<file path="src/rtl/seg_pkg.sv">
// seg_pkg: shared 7-segment table, blank pattern and decimal helpers
package seg_pkg;
    localparam logic [7:0] SEG_BLANK = 8'hFF;
    localparam logic [7:0] SEG_TABLE [10] = '{8'hC0, 8'hF9, 8'hA4, 8'hB0, 8'h99,
                                              8'h92, 8'h82, 8'hF8, 8'h80, 8'h90};

    function automatic logic [7:0] seg_of(input logic [3:0] d);
        return d < 4'd10 ? SEG_TABLE[d] : SEG_BLANK;
    endfunction

    function automatic int pow10(input int n);
        int r = 1;
        for (int i = 0; i < n; i++) r *= 10;
        return r;
    endfunction
endpackage

</file>
<file path="src/rtl/bin2bcd_seq.sv">
// bin2bcd_seq: sequential shift-add-3 converter, VAL_W shifts then one done cycle
module bin2bcd_seq #(
    parameter int VAL_W  = 7,
    parameter int DIGITS = 2
) (
    input  logic                clk,
    input  logic                rst,
    input  logic                start,
    input  logic [VAL_W-1:0]    bin,
    output logic                done,
    output logic [4*DIGITS-1:0] bcd,
    output logic                ovf
);
    import seg_pkg::*;
    localparam int CW = $clog2(VAL_W + 1);
    localparam logic [31:0] LIM = 32'(pow10(DIGITS));
    logic [4*DIGITS-1:0] acc, adj;
    logic [VAL_W-1:0] sh, src_sh;
    logic [CW-1:0] cnt;
    logic run;
    // start performs the first shift itself, seeding from bin
    always_comb begin
        adj = start ? '0 : acc;
        src_sh = start ? bin : sh;
        for (int d = 0; d < DIGITS; d++)
            adj[4*d +: 4] = adj[4*d +: 4] >= 4'd5 ? adj[4*d +: 4] + 4'd3 : adj[4*d +: 4];
    end
    always_ff @(posedge clk) begin
        if (rst) begin
            run <= 1'b0;
            cnt <= '0;
            acc <= '0;
            sh <= '0;
            ovf <= 1'b0;
        end else if (start) begin
            {acc, sh} <= {adj, src_sh} << 1;
            cnt <= CW'(1);
            run <= 1'b1;
            ovf <= 32'(bin) >= LIM;
        end else if (run && cnt != CW'(VAL_W)) begin
            {acc, sh} <= {adj, src_sh} << 1;
            cnt <= cnt + 1'b1;
        end else
            run <= 1'b0;
    end
    assign done = run && cnt == CW'(VAL_W);
    assign bcd = ovf ? {DIGITS{4'd9}} : acc;
endmodule

</file>
<file path="src/rtl/seg_scan_driver.sv">
// seg_scan_driver: multiplexed 7-segment scanner for NUM_FIELDS decimal fields
module seg_scan_driver #(
    parameter int NUM_FIELDS   = 3,
    parameter int DIGITS       = 2,
    parameter int VAL_W        = 7,
    parameter int SCAN_DIV     = 50000,
    parameter int COMMON_ANODE = 1
) (
    input  logic                        clk,
    input  logic                        rst,
    input  logic [NUM_FIELDS*VAL_W-1:0] val_in,
    input  logic                        load,
    input  logic [NUM_FIELDS-1:0]       blank_lz,
    output logic                        busy,
    output logic [NUM_FIELDS-1:0]       ovf,
    output logic [NUM_FIELDS*DIGITS-1:0] sel,
    output logic [7:0]                  seg
);
    import seg_pkg::*;
    localparam int N = NUM_FIELDS * DIGITS;
    localparam int BW = 4 * DIGITS;
    localparam int FW = NUM_FIELDS > 1 ? $clog2(NUM_FIELDS) : 1;
    localparam int IW = N > 1 ? $clog2(N) : 1;
    localparam int PW = $clog2(SCAN_DIV);
    localparam logic [7:0] OFF = COMMON_ANODE != 0 ? SEG_BLANK : ~SEG_BLANK;
    logic [NUM_FIELDS*VAL_W-1:0] vals;
    logic [NUM_FIELDS-1:0] blz_cap, disp_blz;
    logic [NUM_FIELDS*BW-1:0] stage, stage_nx, disp;
    logic [VAL_W-1:0] cur_val;
    logic [BW-1:0] bcd;
    logic [FW-1:0] fidx;
    logic [IW-1:0] idx;
    logic [PW-1:0] pre;
    logic [7:0] pat [N];
    logic kick, done, conv_ovf;

    bin2bcd_seq #(.VAL_W(VAL_W), .DIGITS(DIGITS)) u_conv (
        .clk(clk), .rst(rst), .start(kick), .bin(cur_val),
        .done(done), .bcd(bcd), .ovf(conv_ovf)
    );

    always_comb begin
        cur_val = '0;
        stage_nx = stage;
        for (int f = 0; f < NUM_FIELDS; f++)
            if (fidx == FW'(f)) begin
                cur_val = vals[f*VAL_W +: VAL_W];
                stage_nx[f*BW +: BW] = bcd;
            end
    end

    // results collect in stage; the visible frame swaps only when the last field lands
    always_ff @(posedge clk) begin
        if (rst) begin
            busy <= 1'b0;
            kick <= 1'b0;
            fidx <= '0;
            ovf <= '0;
            vals <= '0;
            blz_cap <= '0;
            stage <= '0;
            disp <= '0;
            disp_blz <= '0;
        end else begin
            kick <= 1'b0;
            if (load && !busy) begin
                busy <= 1'b1;
                kick <= 1'b1;
                fidx <= '0;
                vals <= val_in;
                blz_cap <= blank_lz;
            end else if (done) begin
                stage <= stage_nx;
                ovf[fidx] <= conv_ovf;
                if (fidx == FW'(NUM_FIELDS - 1)) begin
                    busy <= 1'b0;
                    disp <= stage_nx;
                    disp_blz <= blz_cap;
                end else begin
                    kick <= 1'b1;
                    fidx <= fidx + 1'b1;
                end
            end
        end
    end

    for (genvar i = 0; i < N; i++) begin : g_dig
        localparam int F = i / DIGITS;
        localparam int P = i % DIGITS;
        localparam int K = F * BW + 4 * (DIGITS - 1 - P);
        logic blank;
        logic [7:0] ca;
        assign blank = disp_blz[F] && P != DIGITS - 1 && disp[F*BW+BW-1 : K] == '0;
        assign ca = blank ? SEG_BLANK : seg_of(disp[K +: 4]) & (P == DIGITS - 1 ? 8'h7F : 8'hFF);
        assign pat[i] = COMMON_ANODE != 0 ? ca : ~ca;
    end

    always_ff @(posedge clk) begin
        if (rst) begin
            pre <= '0;
            idx <= '0;
            sel <= '1;
            seg <= OFF;
        end else begin
            pre <= pre == PW'(SCAN_DIV - 1) ? '0 : pre + 1'b1;
            if (pre == PW'(SCAN_DIV - 1)) idx <= idx == IW'(N - 1) ? '0 : idx + 1'b1;
            sel <= ~(N'(1) << idx);
            seg <= pat[idx];
        end
    end
endmodule

</file>
<file path="config.mk">
export PLATFORM = sky130hd
export DESIGN_NAME = seg_scan_driver
export DESIGN_NICKNAME = d
export VERILOG_FILES = /design/src/rtl/seg_pkg.sv /design/src/rtl/bin2bcd_seq.sv /design/src/rtl/seg_scan_driver.sv
export SDC_FILE = /design/constraint.sdc
export NUM_CORES = 1
export LEC_CHECK = 0
export CORE_UTILIZATION = 53
export CTS_CLUSTER_DIAMETER = 100
export DETAILED_ROUTE_END_ITERATION = 16
export HOLD_SLACK_MARGIN = 0.12
export PLACE_DENSITY = 0.76
export REMOVE_ABC_BUFFERS = 1
export SYNTH_ARGS = -nofsm -noshare
export SYNTH_HDL_FRONTEND = slang
export SYNTH_HIERARCHICAL = 1
export SYNTH_SLANG_ARGS = --single-unit
export TNS_END_PERCENT = 100
</file>
<file path="constraint.sdc">
create_clock -name clk -period 2.1 [get_ports clk]
set_input_delay 0.21 -clock clk [delete_from_list [all_inputs] [get_ports clk]]
set_output_delay 0.21 -clock clk [all_outputs]
set_load 0.005 [all_outputs]
</file>
==> results.yml <==
worst_setup_path:
  path_cells: "or4b_4, nor3_4, or2_1, nor2_1"
  crit_path_top_delay_cell: "or4b_4"
  crit_path_max_incr_delay_ps: 570
  critPathCaptureType: "flip-flop"
  cp_max_fo: 15
  timing.critical_path.arrival_ps: 2230
  data_required_time_of_the_worst_path_ps: 2390
  timing.critical_path.from_type: "flip-flop"
  crit_type: "reg2reg"
synth:
  yosys.area_share.simple_pct: 22.62
  synth_cell_types: 60
  yosysWarningCount: 6
  synth-edff-count: 0
  synth-adder-area-share_pct: 7.590
  synth_compound_gate_area_share_pct: 18.05
  synth-seq-cells: 126
  synthDominantAreaCellType: "dfxtp_1"
  synth_top_area_share_pct: 38.25
  synth-seq-area-share_pct: 38.25
  ys.flop_type: "dfxtp_1"
  synthCells: 828
  synth_top_cells_by_area: "dfxtp_1 (38%), ha_1 (7.6%), nand2_1 (7.2%), a21oi_1 (6.8%), mux2i_1 (5.6%)"
  main_combinational_cell_family_by_area_after_synthesis: "simple AND/OR/NAND/NOR gates"
  area_of_the_mapped_netlist_um2: 6594
  synth_xor_xnor_area_share_pct: 2.524
  synth_area_per_cell_um2: 7.964
  yosys-mux-area-fraction_pct: 5.617
  synthArstFlopShare_pct: 0
status:
  run_status: "finished clean"
floorplan:
  floorplan.die.height_um: 113.5
  placementRows: 40
  top_level_ports: 45
  starting_density_of_the_core_pct: 54.67
  coreArea_um2: 12060
  floorplan.die.width_um: 113.5
  die_area_um2: 12890
drt:
  drt_pre_antenna_iters: 4
  route.vias.total: 5659
  drcViolationCount: 0
  detailedRoute.firstIterationViolations: 359
  antenna_violating_nets_left: 0
  route.final.wire_length_um: 14730
  vias_per_cell: 5.457
  dr_wl_cell_um: 14.21
power_and_ir_drop:
  powerDensity_nw_per_um2: 698.2
  leakage_nw: 3.016
  ir_worst_vdd_v: 0.0004990
timing:
  slew_at_the_pin_closest_to_its_max_slew_limit_ps: 512.2
  finClkSkew_ps: 9.529
  finalSetupViolCount: 0
  fmaxAchievable_ghz: 0.5146
  fin_setup_tns_ps: 0
  timing.final.crit_share_pct: 92.54
  final.setup.worst_slack_ps: 156.6
  finalCriticalPeriod_ps: 1943
  final-hold-violation-count: 0
  setup_repair_after_global_routing_missed_its_margin: "false"
  max_slew_violation_total_from_the_final_report: 0
  whs_ps: 226.8
  relSlewSlack_pct: 65.78
place:
  preCtsSetupSlack_ps: 169.6
  number_of_cells_in_the_design_after_placement: 1005
  numPortBuffers: 44
  globalplace.congestion: 0.8728
  detailed_place_hpwl_um: 10690
clock_network:
  h-tree-depth: 4
  cts_hold_repair.buffers: 0
  cts.sinks: 126
  clock_path_buffers: 2
  clkLatencyLatePin_ps: 420
  post_cts.resized_instances: 0
  cts_buffers: 17
  cts.repair_timing.setup_buffer_count: 0
  clock_pin_slew_on_the_worst_setup_and_hold_paths_ps: 60
  tritoncts: "done"
  clockRootBuffer: "clkbuf_16"
job:
  cap_violations: 0
grt:
  initial_antenna_violation_count: 0
  grt_remaining_overflow: 0
  pin_count_of_the_biggest_net_entering_global_routing: 47
  grt_pass1_vias: 5506
  grt.total_usage_pct: 24.49
  wire_length_of_the_first_global_routing_pass_um: 25010
finish:
  final_layout_size_suffix_gt1_share_pct: 7.250
  area_delta_synth_final_pct: 16.81
  antenna_cells: 0
  layout.core_utilization_pct: 63.86
  finish.net_count: 923
  final-instance-count-excl-fill: 1037
hold_path:
  worstHoldPathType: "in2reg"
cell families after synthesis:
group           after synthesis
xor+xnor                     19
fa+ha+maj                    40
flops                       126
compound gates              196
mux                          37
buf+inv                      83
simple gates                327
cell usage in the layout (no fill, tap or decap), types with 10 or more instances in the layout:
cell type	instances
dfxtp_1	126
a21oi_1	89
nand2b_1	25
nand3_1	14
a211oi_1	22
o21ai_0	31
ha_1	40
clkdlybuf4s50_1	43
inv_1	28
nor3_1	11
nor2_1	95
nor2b_1	22
mux2i_1	37
buf_4	20
nand2_1	127
xor2_1	10
clkbuf_16	17
routing by layer:
metal | part of all wire (%) | track usage (%) | vias up
li1 | - | - | 2880
met1 | 43 | 27.69 | 2619
met2 | 51 | 44.11 | 133
met3 | 3.9 | 5.632 | 27
met4 | 1.9 | 10.35 | 0
met5 | 0 | 0 | -
stage by stage:
step	power [mW]	instance area, um2
final	5.378	7702
after global routing	5.583	7702
after CTS	5.428	7702
after detailed placement	2.804	7157
after floorplan	2.651	6346
after global placement	2.794	7157
critical path: cells and delay by family, from the launching register on:
family	cells	cell delay (ps)
flip-flops	1	370
AND/OR/NAND/NOR	4	1430
power by group:
group	switching [mW]	internal, mW
Combinational	0.150	0.126
Clock	1.06	1.56
Sequential	0.0350	2.44
flip-flops by register name (all words and copies together), names as in the netlist, 2 cells and up:
register,cells
vals,21
ovf,3
u_conv/sh,6
fidx,2
blz_cap,3
u_conv/cnt,3
u_conv/acc,8
disp_blz,3
pre,16
seg,8
stage,16
idx,3
sel,6
disp,24
synth_stat cells (all sizes together), types with 2 or more instances:
cell type,count
a41oi,2
xor2,10
o22ai,3
ha,40
nand4,8
o21a,4
nand3b,2
nor2,95
o2111ai,3
nor4,3
buf,16
dfxtp,126
nand2b,25
a31oi,4
o211ai,3
nor2b,22
a211oi,22
o31ai,5
mux2i,37
clkbuf,39
or2,9
a21oi,89
nand3,14
a221oi,3
inv,28
o21bai,4
a311oi,2
xnor2,9
o311ai,2
o21ai,32
a21o,9
nor3,12
a32o,2
nand2,127
path summary, 6_finish.rpt:
check | cells past startpoint | to | slack [ps] | start
setup / recovery | 4 | pre[13] | 160 | pre[4]
hold / removal | 2 | u_conv/run | 230 | rst
setup reg to reg | 4 | pre[13] | 160 | pre[4]
hold reg to reg | 2 | disp_blz[2] | 460 | blz_cap[2]
final cells by class:
| type | count | area, um2 |
|---|---|---|
| flip-flops and latches | 126 | 2522 |
| clock inverters | 13 | 92.59 |
| inverters | 28 | 105.1 |
| well taps | 168 | 210.2 |
| repair buffers | 64 | 600.6 |
| fillers | 1013 | 4359 |
| clock buffers | 19 | 452.9 |
| multi-input cells | 619 | 3719 |
No activity file was read; power rests on OpenSTA's default activity.
